[config.mk]
export PLATFORM = sky130hd
export DESIGN_NAME = adma_atx_cmpl
export DESIGN_NICKNAME = d
export VERILOG_FILES = /design/src/rtl/adma_pkg.sv /design/src/rtl/adma_ostd_queue.sv /design/src/rtl/adma_atx_cmpl.sv
export SDC_FILE = /design/constraint.sdc
export NUM_CORES = 1
export LEC_CHECK = 0
export CAP_MARGIN = 20
export CORE_ASPECT_RATIO = 0.9
export CORE_MARGIN = 2
export CORE_UTILIZATION = 50
export DETAILED_ROUTE_END_ITERATION = 10
export PLACE_DENSITY = 0.73
export SLEW_MARGIN = 20
export SYNTH_ARGS = -nofsm -noshare
export SYNTH_HDL_FRONTEND = slang
export SYNTH_SLANG_ARGS = --single-unit
export TNS_END_PERCENT = 100
[constraint.sdc]
create_clock -name clk -period 3.75 [get_ports clk]
set_input_delay 0.75 -clock clk [delete_from_list [all_inputs] [get_ports clk]]
set_output_delay 0.75 -clock clk [all_outputs]
set_load 0.02 [all_outputs]
[src/rtl/adma_pkg.sv]
// Shared types and constants for the DMA AXI write-completion path.
// Entry fields are sized for the widest supported channel/ID widths.
package adma_pkg;

  localparam int ADMA_CHN_W = 8;
  localparam int ADMA_ID_W  = 16;

  localparam logic [1:0] BRESP_OKAY   = 2'b00;
  localparam logic [1:0] BRESP_SLVERR = 2'b10;
  localparam logic [1:0] BRESP_DECERR = 2'b11;

  typedef struct packed {
    logic                  vld;
    logic [ADMA_CHN_W-1:0] chn_id;
    logic [ADMA_ID_W-1:0]  awid;
  } adma_ostd_ent_t;

  function automatic logic bresp_is_err(input logic [1:0] r);
    return (r == BRESP_SLVERR) || (r == BRESP_DECERR);
  endfunction

endpackage

[src/rtl/adma_ostd_queue.sv]
// Collapsing age-ordered table of outstanding writes.
// Entry 0 is oldest; search returns the lowest matching index.
module adma_ostd_queue
  import adma_pkg::*;
#(
  parameter int DEPTH = 4,
  parameter int CNT_W = 3
) (
  input  logic                  clk,
  input  logic                  rst_n,
  input  logic                  push,
  input  logic [ADMA_CHN_W-1:0] push_chn,
  input  logic [ADMA_ID_W-1:0]  push_id,
  input  logic                  rm_en,
  input  logic [ADMA_ID_W-1:0]  srch_id,
  output logic                  hit,
  output logic [ADMA_CHN_W-1:0] hit_chn,
  output logic [CNT_W-1:0]      cnt
);

  adma_ostd_ent_t     ent_q [DEPTH];
  adma_ostd_ent_t     ent_d [DEPTH];
  logic [CNT_W-1:0]   cnt_q;
  logic [CNT_W-1:0]   cnt_d;
  logic [CNT_W-1:0]   idx;
  logic [CNT_W-1:0]   wr;
  logic               rm;

  assign cnt = cnt_q;

  // First-match ID search; descending scan leaves the oldest hit
  always_comb begin
    hit     = 1'b0;
    idx     = '0;
    hit_chn = '0;
    for (int i = DEPTH - 1; i >= 0; i--) begin
      if (ent_q[i].vld && (ent_q[i].awid == srch_id)) begin
        hit     = 1'b1;
        idx     = CNT_W'(i);
        hit_chn = ent_q[i].chn_id;
      end
    end
  end

  // Collapse at the hit index first, then append behind the survivors
  always_comb begin
    ent_d = ent_q;
    rm    = rm_en && hit;
    if (rm) begin
      for (int i = 0; i < DEPTH - 1; i++) begin
        if (CNT_W'(i) >= idx) ent_d[i] = ent_q[i+1];
      end
      ent_d[DEPTH-1] = '0;
    end
    wr = cnt_q - CNT_W'(rm);
    if (push) begin
      for (int i = 0; i < DEPTH; i++) begin
        if (CNT_W'(i) == wr) begin
          ent_d[i].vld    = 1'b1;
          ent_d[i].chn_id = push_chn;
          ent_d[i].awid   = push_id;
        end
      end
    end
    cnt_d = cnt_q + CNT_W'(push) - CNT_W'(rm);
  end

  // Table and occupancy registers
  always_ff @(posedge clk or negedge rst_n) begin
    if (!rst_n) begin
      cnt_q <= '0;
      for (int i = 0; i < DEPTH; i++) ent_q[i] <= '0;
    end else begin
      cnt_q <= cnt_d;
      for (int i = 0; i < DEPTH; i++) ent_q[i] <= ent_d[i];
    end
  end

endmodule

[src/rtl/adma_atx_cmpl.sv]
// AXI write-completion tracker: B responses -> per-channel done pulses.
// Optional error pulses under ADMA_ATX_CMPL_ERR_EN.
module adma_atx_cmpl
  import adma_pkg::*;
#(
  parameter int DMA_CHN_NUM   = 4,
  parameter int MST_ID_W      = 5,
  parameter int ATX_NUM_OSTD  = (DMA_CHN_NUM > 1) ? DMA_CHN_NUM : 2,
  parameter int DMA_CHN_NUM_W = (DMA_CHN_NUM > 1) ? $clog2(DMA_CHN_NUM) : 1,
  parameter int OSTD_CNT_W    = $clog2(ATX_NUM_OSTD + 1)
) (
  input  logic                     clk,
  input  logic                     rst_n,
  input  logic [DMA_CHN_NUM_W-1:0] iss_chn_id,
  input  logic [MST_ID_W-1:0]      iss_awid,
  input  logic                     iss_vld,
  output logic                     iss_rdy,
  input  logic [MST_ID_W-1:0]      bid,
  input  logic [1:0]               bresp,
  input  logic                     bvalid,
  output logic                     bready,
  output logic                     atx_done [0:DMA_CHN_NUM-1],
  output logic                     atx_err  [0:DMA_CHN_NUM-1],
  output logic [OSTD_CNT_W-1:0]    ostd_cnt,
  output logic                     cmpl_unexp
);

  logic                  bready_q;
  logic                  bready_d;
  logic                  unexp_q;
  logic                  unexp_d;
  logic                  done_q [0:DMA_CHN_NUM-1];
  logic                  done_d [0:DMA_CHN_NUM-1];
  logic                  b_hs;
  logic                  iss_hs;
  logic                  hit;
  logic [ADMA_CHN_W-1:0] hit_chn;

  // bready_q doubles as the reset-released flag
  assign bready     = bready_q;
  assign iss_rdy    = bready_q && (ostd_cnt != OSTD_CNT_W'(ATX_NUM_OSTD));
  assign b_hs       = bvalid && bready_q;
  assign iss_hs     = iss_vld && iss_rdy;
  assign atx_done   = done_q;
  assign cmpl_unexp = unexp_q;

  adma_ostd_queue #(
    .DEPTH (ATX_NUM_OSTD),
    .CNT_W (OSTD_CNT_W)
  ) u_queue (
    .clk      (clk),
    .rst_n    (rst_n),
    .push     (iss_hs),
    .push_chn (ADMA_CHN_W'(iss_chn_id)),
    .push_id  (ADMA_ID_W'(iss_awid)),
    .rm_en    (b_hs),
    .srch_id  (ADMA_ID_W'(bid)),
    .hit      (hit),
    .hit_chn  (hit_chn),
    .cnt      (ostd_cnt)
  );

  // Decode a retiring hit into a one-hot done pulse; track misses
  always_comb begin
    bready_d = 1'b1;
    unexp_d  = unexp_q || (b_hs && !hit);
    for (int i = 0; i < DMA_CHN_NUM; i++) begin
      done_d[i] = b_hs && hit && (hit_chn == ADMA_CHN_W'(i));
    end
  end

  // Handshake ready, pulse and sticky-flag registers
  always_ff @(posedge clk or negedge rst_n) begin
    if (!rst_n) begin
      bready_q <= 1'b0;
      unexp_q  <= 1'b0;
      for (int i = 0; i < DMA_CHN_NUM; i++) done_q[i] <= 1'b0;
    end else begin
      bready_q <= bready_d;
      unexp_q  <= unexp_d;
      for (int i = 0; i < DMA_CHN_NUM; i++) done_q[i] <= done_d[i];
    end
  end

`ifdef ADMA_ATX_CMPL_ERR_EN
  logic err_q [0:DMA_CHN_NUM-1];
  logic err_d [0:DMA_CHN_NUM-1];

  assign atx_err = err_q;

  // Error pulse rides alongside the done pulse of the same retire
  always_comb begin
    for (int i = 0; i < DMA_CHN_NUM; i++) begin
      err_d[i] = done_d[i] && bresp_is_err(bresp);
    end
  end

  // Error pulse registers
  always_ff @(posedge clk or negedge rst_n) begin
    if (!rst_n) begin
      for (int i = 0; i < DMA_CHN_NUM; i++) err_q[i] <= 1'b0;
    end else begin
      for (int i = 0; i < DMA_CHN_NUM; i++) err_q[i] <= err_d[i];
    end
  end
`else
  logic unused_bresp;

  assign unused_bresp = ^bresp;

  // Error reporting disabled: outputs held low
  always_comb begin
    for (int i = 0; i < DMA_CHN_NUM; i++) atx_err[i] = 1'b0;
  end
`endif

endmodule

==> impl_metrics.tcl, run 1 <==
set metrics [dict create \
    grt.busiest_layer "met2" \
    hp-class "input pin to async pin" \
    endpoint_kind "flop" \
    min_period_over_period 0.947 \
    nNetsFinal 527 \
    multi_input_area_sq_um 2150 \
    synth_seq_area_share 0.546 \
    status "finished clean" \
    setup_violations 0 \
    start_kind "input pin" \
    drc 0 \
    grt_util_all_layers 0.218 \
    core_area_sq_um 9700 \
    placed_cell_area_sq_um 5590 \
    grt_pass1_wl_um 18000 \
    cts_resized 0 \
    period_needed_ns 3.55 \
    cts_tree "yes" \
    via_per_inst 5.56 \
    pre_cts_slack_ns -0.365 \
    postSynthCellCount 455 \
    r2r_setup_slack_ns 0.66 \
    synth-compound-area-share 0.0763 \
    cts.root.buffer_cell "clkbuf_8" \
    critPathArrivalTime_ns 3.85 \
    rows 34 \
    first_global_vias 3594 \
    io_buffers 25 \
    synth_fa_ha_area_frac 0.0165 \
    synth_top_family_by_area "simple AND/OR/NAND/NOR gates" \
    yosys_warnings 0 \
    critical_path_class "input pin to flop" \
    hold_viol 0 \
    drv_cap 0 \
    tns_ns 0 \
    fin_worst_skew_ns 0.0132 \
    worstPathMaxFanout 32 \
    critPathMaxStageDelay_ns 0.61 \
    io_pins 32 \
    fillers 831 \
    post_cts_buffers 0 \
    drt_iter0_drc 204 \
    use_met1 0.305 \
    drive_above_1_share 0.126 \
    synth_edf_count 0 \
    cts_max_path_buffers 2 \
    grt_max_degree 57 \
    initial_utilization 0.515 \
    max_freq_ghz 0.282 \
    synthesis.area_sq_um 5000 \
    cts_sinks 109 \
    synth-seq-cells 109 \
    synth.top_cell.area_share 0.546 \
    required_ns 4.05 \
    drv_slew 0 \
    first_pass_iters 5 \
    relSlewSlack 0.486 \
    fin_util 0.599 \
    antenna_found_initial 0 \
    final_area_sq_um 5810 \
    use_met2 0.332 \
    yosys.area_share.simple 0.163 \
    diodes 0 \
    ant_nets 0 \
    r2r-end "u_queue.ent_q[50]" \
    register_area_sq_um 2730 \
    die_w_um 109 \
    synthTopCellsByCount "109 x dfrtp_1, 65 x nor2_1, 62 x mux2i_1, 32 x nand2_1, 21 x o21ai_0" \
    worstMarginPinSlew_ns 0.770 \
    worst-path-buf-inv 4 \
    synth_xor_area_frac 0.0385 \
    wl_per_cell_um 16.8 \
    worst_slack_ns 0.200 \
    worstRegToRegCells 15 \
    vias 3528 \
    path_clk_slew_ns 0.10 \
    power.density_nw_per_um2 528 \
    syn_to_final_growth_pct 16.2 \
    crit_family "buffers and inverters" \
    grt_overflow 0 \
    drt-total-wl_um 10700 \
    cts_htree_levels 3 \
    gp_congestion 0.854 \
    async_flop_share 1.00 \
    crit_chain "clkdlybuf4s50_1 -> xor2_1 -> nor4_2 -> buf_4 -> and2_1 -> nor4_2 -> nor2_1 -> ha_1 -> ha_1 -> o21ai_0 -> nand3_1 -> buf_4 -> nor3_2 -> buf_12 -> nand2_1 -> o21ai_0" \
    reg2reg_from "u_queue.ent_q[35]" \
    met3_usage 0.0569 \
    hold_buffers 0 \
    ys.flop_type "dfrtp_1" \
    synth_cell_types 51 \
    synth_top_cells_by_area "dfrtp_1 55%, mux2i_1 12%, nor2_1 4.9%" \
    synth_area_per_cell_sq_um 11.0 \
    synth_most_common_cell "dfrtp_1" \
    ir_worst_vdd_v 0.000349 \
    power_leakage_nw 3.03 \
    clk_latency_ns 0.38 \
    die_area_sq_um 10800 \
    synth_top_area_cell "dfrtp_1" \
    critPathSlowestCell "clkdlybuf4s50_1" \
    dp_hpwl_um 7620 \
    muxShareOfSynthArea 0.124 \
    worst_hold_slack_ns 0.401 \
    die_h_um 98.9 \
    numCtsBuffers 9 \
]
[worst max path at each step]
stage | startpoint | end | cells after the start
floorplan | bid[0] | u_queue.ent_q[12] | 14
global placement | bid[0] | u_queue.ent_q[15] | 13
detailed placement | bid[0] | u_queue.ent_q[8] | 13
CTS | bid[0] | u_queue.ent_q[20] | 13
global route | bid[3] | u_queue.ent_q[53] | 16
finish | bid[3] | u_queue.ent_q[50] | 16
[flip-flops by register name, indices dropped and copies added, names as in the netlist]
| register | flops |
|---|---|
| cmpl_unexp | 1 |
| u_queue.cnt | 3 |
| u_queue.ent_q | 100 |
| bready | 1 |
| atx_done | 4 |
[worst reg2reg max path, delay by kind of cell, from the launching register on]
kind / cells / cell delay, ns
DFF: 1 / 0.41
buffers and inverters: 2 / 0.39
and+or+nand+nor: 8 / 1.55
AOI/OAI and AO/OA: 3 / 0.29
adders and majority gates: 2 / 0.37
[power breakdown]
part	total, mW	switching [mW]	internal [mW]
clock	0.664	0.396	0.269
combinational	0.870	0.452	0.418
sequential	1.53	0.175	1.36
total	3.07	1.02	2.04
[per-stage QoR]
step	instances	total power [mW]
3_3_place_gp	618	2.36
3_5_place_dp	618	2.40
4_1_cts	634	3.06
6_report	634	3.07
5_1_grt	634	3.26
2_1_floorplan	458	2.05
[cell usage in the layout (no fill, tap or decap), drive strengths merged, types with 4 or more instances in the layout]
master,instances
dfrtp,109
nor2,67
mux2i,62
buf,34
nand2,32
o21ai,23
clkdlybuf4s50,22
and2,20
a21oi,19
nor4,14
xnor2,13
clkbuf,11
inv,11
xor2,9
ha,5
conb,5
nand4,4
nor3,4
[metal layers]
layer  vias to the layer above  routed length, um
li1                       1662                  -
met1                      1763               4880
met2                        87               5070
met3                        16                555
met4                         0                155
met5                         -                  0
[cell families after synthesis]
logic type | after synthesis
AOI/OAI and AO/OA | 59
muxes | 62
adders and majority gates | 6
buffers and inverters | 31
and+or+nand+nor | 164
DFF | 109
xor gates and xnor gates | 22
other | 2
[area by class of cell]
type,count,area share
flip-flops and latches,109,0.470
clock buffers,11,0.0243
well taps,126,0.0271
inverters,7,0.00452
clock inverters,5,0.00689
multi-input cells,318,0.371
repair buffers,58,0.0969
No activity file was read; power rests on OpenSTA's default activity.
==> run 2: changes to the inputs <==
clock period = 3.65 ns   (was 3.75 ns; I/O delays follow)
==> impl_metrics.tcl, run 2 (synthesis gave the netlist of run 1 again) <==
set metrics [dict create \
    fin_cells 635 \
    r2r-end "u_queue.ent_q[20]" \
    grt_util_all_layers 0.211 \
    initial_utilization 0.515 \
    fillers 818 \
    drv_slew 0 \
    io_pins 32 \
    first_pass_iters 6 \
    r2r_setup_slack_ns 0.64 \
    antenna_found_initial 0 \
    largest_register_ffs 100 \
    grt_overflow 0 \
    register_area_sq_um 2730 \
    clk_latency_ns 0.37 \
    status "finished clean" \
    die_area_sq_um 10800 \
    endpoint_kind "flop" \
    grt_max_degree 72 \
    final_common_cell "dfrtp_1" \
    setup.worst_path.end "u_queue.ent_q[20]" \
    nNetsFinal 528 \
    vias 3496 \
    die_h_um 98.9 \
    cts.root.buffer_cell "clkbuf_8" \
    reg2reg_from "u_queue.ent_q[35]" \
    rows 34 \
    drive_above_1_share 0.128 \
    hold_viol 0 \
    cts_tree "yes" \
    setup_violations 0 \
    die_w_um 109 \
    core_area_sq_um 9700 \
    drt_iter0_drc 163 \
    drt-total-wl_um 10500 \
    cts_htree_levels 3 \
    critical_path_class "input pin to flop" \
    fin_worst_skew_ns 0.00688 \
    cts_max_path_buffers 2 \
    wl_per_cell_um 16.6 \
    io_buffers 25 \
    path_clk_slew_ns 0.10 \
    worstPathMaxFanout 17 \
    diodes 0 \
    drc 0 \
    worstRegToRegCells 13 \
    worstMarginPinSlew_ns 0.871 \
    numCtsBuffers 9 \
    period_needed_ns 3.51 \
    drv_cap 0 \
    power_leakage_nw 3.03 \
    dp_hpwl_um 7630 \
    worst_hold_slack_ns 0.465 \
    cp-startpoint "bid[2]" \
    cts_sinks 109 \
    min_period_over_period 0.961 \
    max_freq_ghz 0.285 \
    ir_worst_vdd_v 0.000312 \
    relSlewSlack 0.419 \
    start_kind "input pin" \
    grt_pass1_wl_um 17500 \
    first_global_vias 3478 \
    required_ns 3.92 \
    top_register "u_queue.ent_q" \
    hp-class "flop to flop" \
    power.density_nw_per_um2 554 \
    gp_congestion 0.850 \
    via_per_inst 5.51 \
    final_cell_mix "109 x dfrtp_1, 64 x nor2_1, 62 x mux2i_1" \
    critPathArrivalTime_ns 3.78 \
    syn_to_final_growth_pct 16.4 \
    placed_cells_incl_taps 618 \
    ant_nets 0 \
    multi_input_area_sq_um 2140 \
]
==> run 2: routing by layer <==
metal	vias up	wire length [um]	part of all wire	global-route usage
li1	1662	-	-	-
met2	63	5190	0.49	0.349
met1	1761	4880	0.46	0.288
met3	10	345	0.033	0.0403
met4	0	115	0.011	0.0536
met5	-	0	0	0
==> run 2: timing repair <==
action                                  CTS  global route
setup buffers                             0             1
gates resized for setup                   2             5
hold buffers                              0             0
pin swaps                                 0             2
endpoints found under the setup margin   24            40
==> run 2: through the flow <==
stage                     worst slack, ns  power, mW  TNS, ns  utilization  cell area, sq um
after floorplan                     0.174       2.11        0            -              5010
after global placement             -0.435       2.42   -24.28        0.575              5580
after detailed placement           -0.500       2.46   -29.42        0.575              5580
after CTS                         0.00395       3.22        0        0.598              5800
after global routing              -0.0107       3.41  -0.0230        0.600              5820
final                               0.141       3.22        0        0.600              5820
==> run 2: critical path: stages <==
cell	delay, ns
clkdlybuf4s50_1	0.51
xor2_1	0.21
nor4_2	0.34
buf_4	0.17
and2_1	0.15
nor4_2	0.06
nor2_1	0.14
ha_1	0.19
ha_1	0.18
o211ai_1	0.10
o21ai_1	0.15
nand3_2	0.14
nor3b_2	0.25
and2b_4	0.28
and2_1	0.17
==> run 2: how the worst min path moves through the flow <==
stage / startpoint / end / slack [ns] / depth (start not counted)
floorplan: rst_n / atx_done[0] / 0.43 / 0
global placement: cmpl_unexp / cmpl_unexp / 0.44 / 1
detailed placement: cmpl_unexp / cmpl_unexp / 0.45 / 1
CTS: cmpl_unexp / cmpl_unexp / 0.47 / 1
global route: cmpl_unexp / cmpl_unexp / 0.51 / 1
finish: cmpl_unexp / cmpl_unexp / 0.46 / 1
==> run 2: area by class of cell <==
cell class,instances,area share
flip-flops and latches,109,0.469
multi-input cells,318,0.368
repair buffers,59,0.0959
well taps,126,0.0271
clock buffers,9,0.0213
clock inverters,7,0.0142
inverters,7,0.00452
==> run 2: report_power, final <==
group          switching, mW  leakage [nW]  internal [mW]
registers              0.178          1.45           1.39
logic                  0.461          1.48          0.434
clock network          0.427         0.104          0.329
total                   1.07          3.03           2.16
==> run 3: changes to the inputs <==
PLACE_DENSITY = 0.72   (was 0.73)
SYNTH_HIERARCHICAL = 1   (was not set)
==> impl_metrics.tcl, run 3 <==
set metrics [dict create \
    status "finished clean" \
    fin_util 0.629 \
    gp_congestion 0.844 \
    antenna_found_initial 0 \
    critPathMaxStageDelay_ns 0.57 \
    crit_family "simple AND/OR/NAND/NOR gates" \
    synth_top_cells_by_area "dfrtp_1 43%, xnor2_1 9.2%, nor2_1 6.1%" \
    wl_per_cell_um 17.3 \
    path_clk_slew_ns 0.08 \
    synth_most_common_cell "dfrtp_1" \
    power_leakage_nw 3.37 \
    endpoint_kind "flop" \
    required_ns 3.90 \
    p_comb_frac 0.324 \
    p_sw_frac 0.358 \
    setup_violations 0 \
    first_global_vias 5298 \
    worstPathMaxFanout 7 \
    final_cell_mix "109 x dfrtp_1, 102 x nor2_1, 87 x conb_1" \
    final_common_cell "dfrtp_1" \
    multi_input_area_sq_um 3620 \
    synth_area_per_cell_sq_um 9.02 \
    die_w_um 122 \
    initial_utilization 0.519 \
    cts_tree "yes" \
    async_flop_share 1.00 \
    drt-total-wl_um 16800 \
    synth.top_cell.area_share 0.432 \
    synth_seq_area_share 0.432 \
    synth_edf_count 0 \
    diodes 0 \
    fin_worst_skew_ns 0.00847 \
    top_register "u_queue/ent_q" \
    critical_path_class "input pin to flop" \
    clkPwrFrac 0.213 \
    ys.flop_type "dfrtp_1" \
    tns_ns 0 \
    synthesis.area_sq_um 6310 \
    synth-seq-cells 109 \
    hp-class "flop to flop" \
    critPathSlowestCell "or4_4" \
    max_freq_ghz 0.277 \
    p_sw_mw 1.60 \
    io_buffers 25 \
    fillers 1040 \
    hold_buffers 0 \
    p_total_mw 4.48 \
    worstMarginPinSlew_ns 0.896 \
    synthTopCellsByCount "109 x dfrtp_1, 102 x nor2_1, 66 x xnor2_1, 56 x nand2_1, 41 x a21oi_1" \
    drt_iter0_drc 437 \
    drive_above_1_share 0.150 \
    vias 5400 \
    numCtsBuffers 9 \
    period_needed_ns 3.62 \
    grt_util_all_layers 0.258 \
    grt_overflow 0 \
    largest_register_ffs 100 \
    internal-power_mw 2.88 \
    ir_worst_vdd_v 0.000391 \
    die_h_um 111 \
    first_pass_iters 5 \
    start_kind "input pin" \
    drv_cap 0 \
    min_period_over_period 0.991 \
    syn_to_final_growth_pct 21.2 \
    worst-path-buf-inv 3 \
    via_per_inst 5.56 \
    relSlewSlack 0.403 \
    cts_sinks 109 \
    rows 38 \
    ant_nets 0 \
    power.density_nw_per_um2 585 \
    io_pins 32 \
    dp_hpwl_um 11400 \
    critPathArrivalTime_ns 3.86 \
    cts.root.buffer_cell "clkbuf_16" \
    drc 0 \
    power_frac_seq 0.463 \
    register_area_sq_um 2730 \
    cts_htree_levels 3 \
    grt_max_degree 70 \
    crit_chain "buf_4 -> xnor2_2 -> buf_4 -> nand4_1 -> or4_4 -> o22a_4 -> a31oi_4 -> ha_4 -> ha_4 -> xnor2_2 -> and2_4 -> nand3_4 -> or3b_4 -> buf_12 -> o221a_2" \
    nNetsFinal 831 \
    yosys_warnings 6 \
    postSynthCellCount 700 \
    worst_hold_slack_ns 0.458 \
    grt_pass1_wl_um 27200 \
    synth_cell_types 50 \
    die_area_sq_um 13500 \
    cts_max_path_buffers 2 \
    core_area_sq_um 12200 \
    clk_latency_ns 0.36 \
    hold_viol 0 \
    synth_top_area_cell "dfrtp_1" \
    drv_slew 0 \
]
-- run 3: changes by cell type in the layout (fill, tap and decap cells not counted), moves of 29 or more --
cell     before  now
conb_1        5   87
xnor2_1      13   59
mux2i_1      62   24
nor2_1       64  102
a31oi_1       2   32
nand3_1       1   30
-- run 3: final cells by class --
cell class,instances,area share
clock buffers,10,0.0312
clock inverters,6,0.00605
inverters,25,0.0123
multi-input cells,586,0.473
flip-flops and latches,109,0.356
well taps,160,0.0262
repair buffers,76,0.0950
-- run 3: cells by family (layout without fill, tap and decap cells) --
logic type,Yosys count,after routing,synth area share
adders and majority gates,6,6,0.0131
xor gates and xnor gates,67,67,0.0929
buffers and inverters,90,117,0.0700
and+or+nand+nor,226,226,0.158
other,2,87,0.00119
AOI/OAI and AO/OA,176,176,0.194
DFF,109,109,0.432
muxes,24,24,0.0380
-- run 3: layer usage --
metal / vias up / track usage / wire length (um)
li1: 2573 / - / -
met1: 2593 / 0.381 / 7560
met5: - / 0 / 0
met2: 203 / 0.381 / 7570
met4: 0 / 0.0651 / 271
met3: 31 / 0.0589 / 1380
-- run 3: power by group through the flow --
| stage | clock, mW | combinational, mW | sequential [mW] |
|---|---|---|---|
| after floorplan | 0 | 1.04 | 1.98 |
| after global placement | 0 | 1.32 | 2.05 |
| after detailed placement | 0 | 1.39 | 2.08 |
| after CTS | 0.972 | 1.42 | 2.06 |
| after global routing | 1.02 | 1.61 | 2.13 |
| final | 0.955 | 1.45 | 2.08 |
-- run 3: timing repair --
item | 4_1_cts | 5_1_grt
gates cloned | 2 | 0
gates resized for setup | 29 | 13
pin swaps | 8 | 7
endpoints found under the setup margin | 64 | 49
setup buffers | 1 | 3
-- run 3: final timing paths --
kind	endpoint	depth (start not counted)	slack, ns	from
setup / recovery	u_queue/ent_q[26]	15	0.03	bid[0]
hold / removal	cmpl_unexp	1	0.46	cmpl_unexp
setup reg to reg	u_queue/ent_q[26]	14	0.07	u_queue/ent_q[50]
hold reg to reg	cmpl_unexp	1	0.46	cmpl_unexp
max in group asynchronous	u_queue/ent_q[71]	2	2.30	rst_n
min in group asynchronous	bready	1	0.50	rst_n
-- run 3: per-stage QoR --
| step | setup WS [ns] | area, sq um | std cells |
|---|---|---|---|
| floorplan | -0.185 | 6780 | 785 |
| global placement | -0.645 | 7220 | 951 |
| detailed placement | -0.683 | 7220 | 951 |
| CTS | 0.00484 | 7590 | 970 |
| global route | -0.00287 | 7650 | 972 |
| finish | 0.0345 | 7650 | 972 |
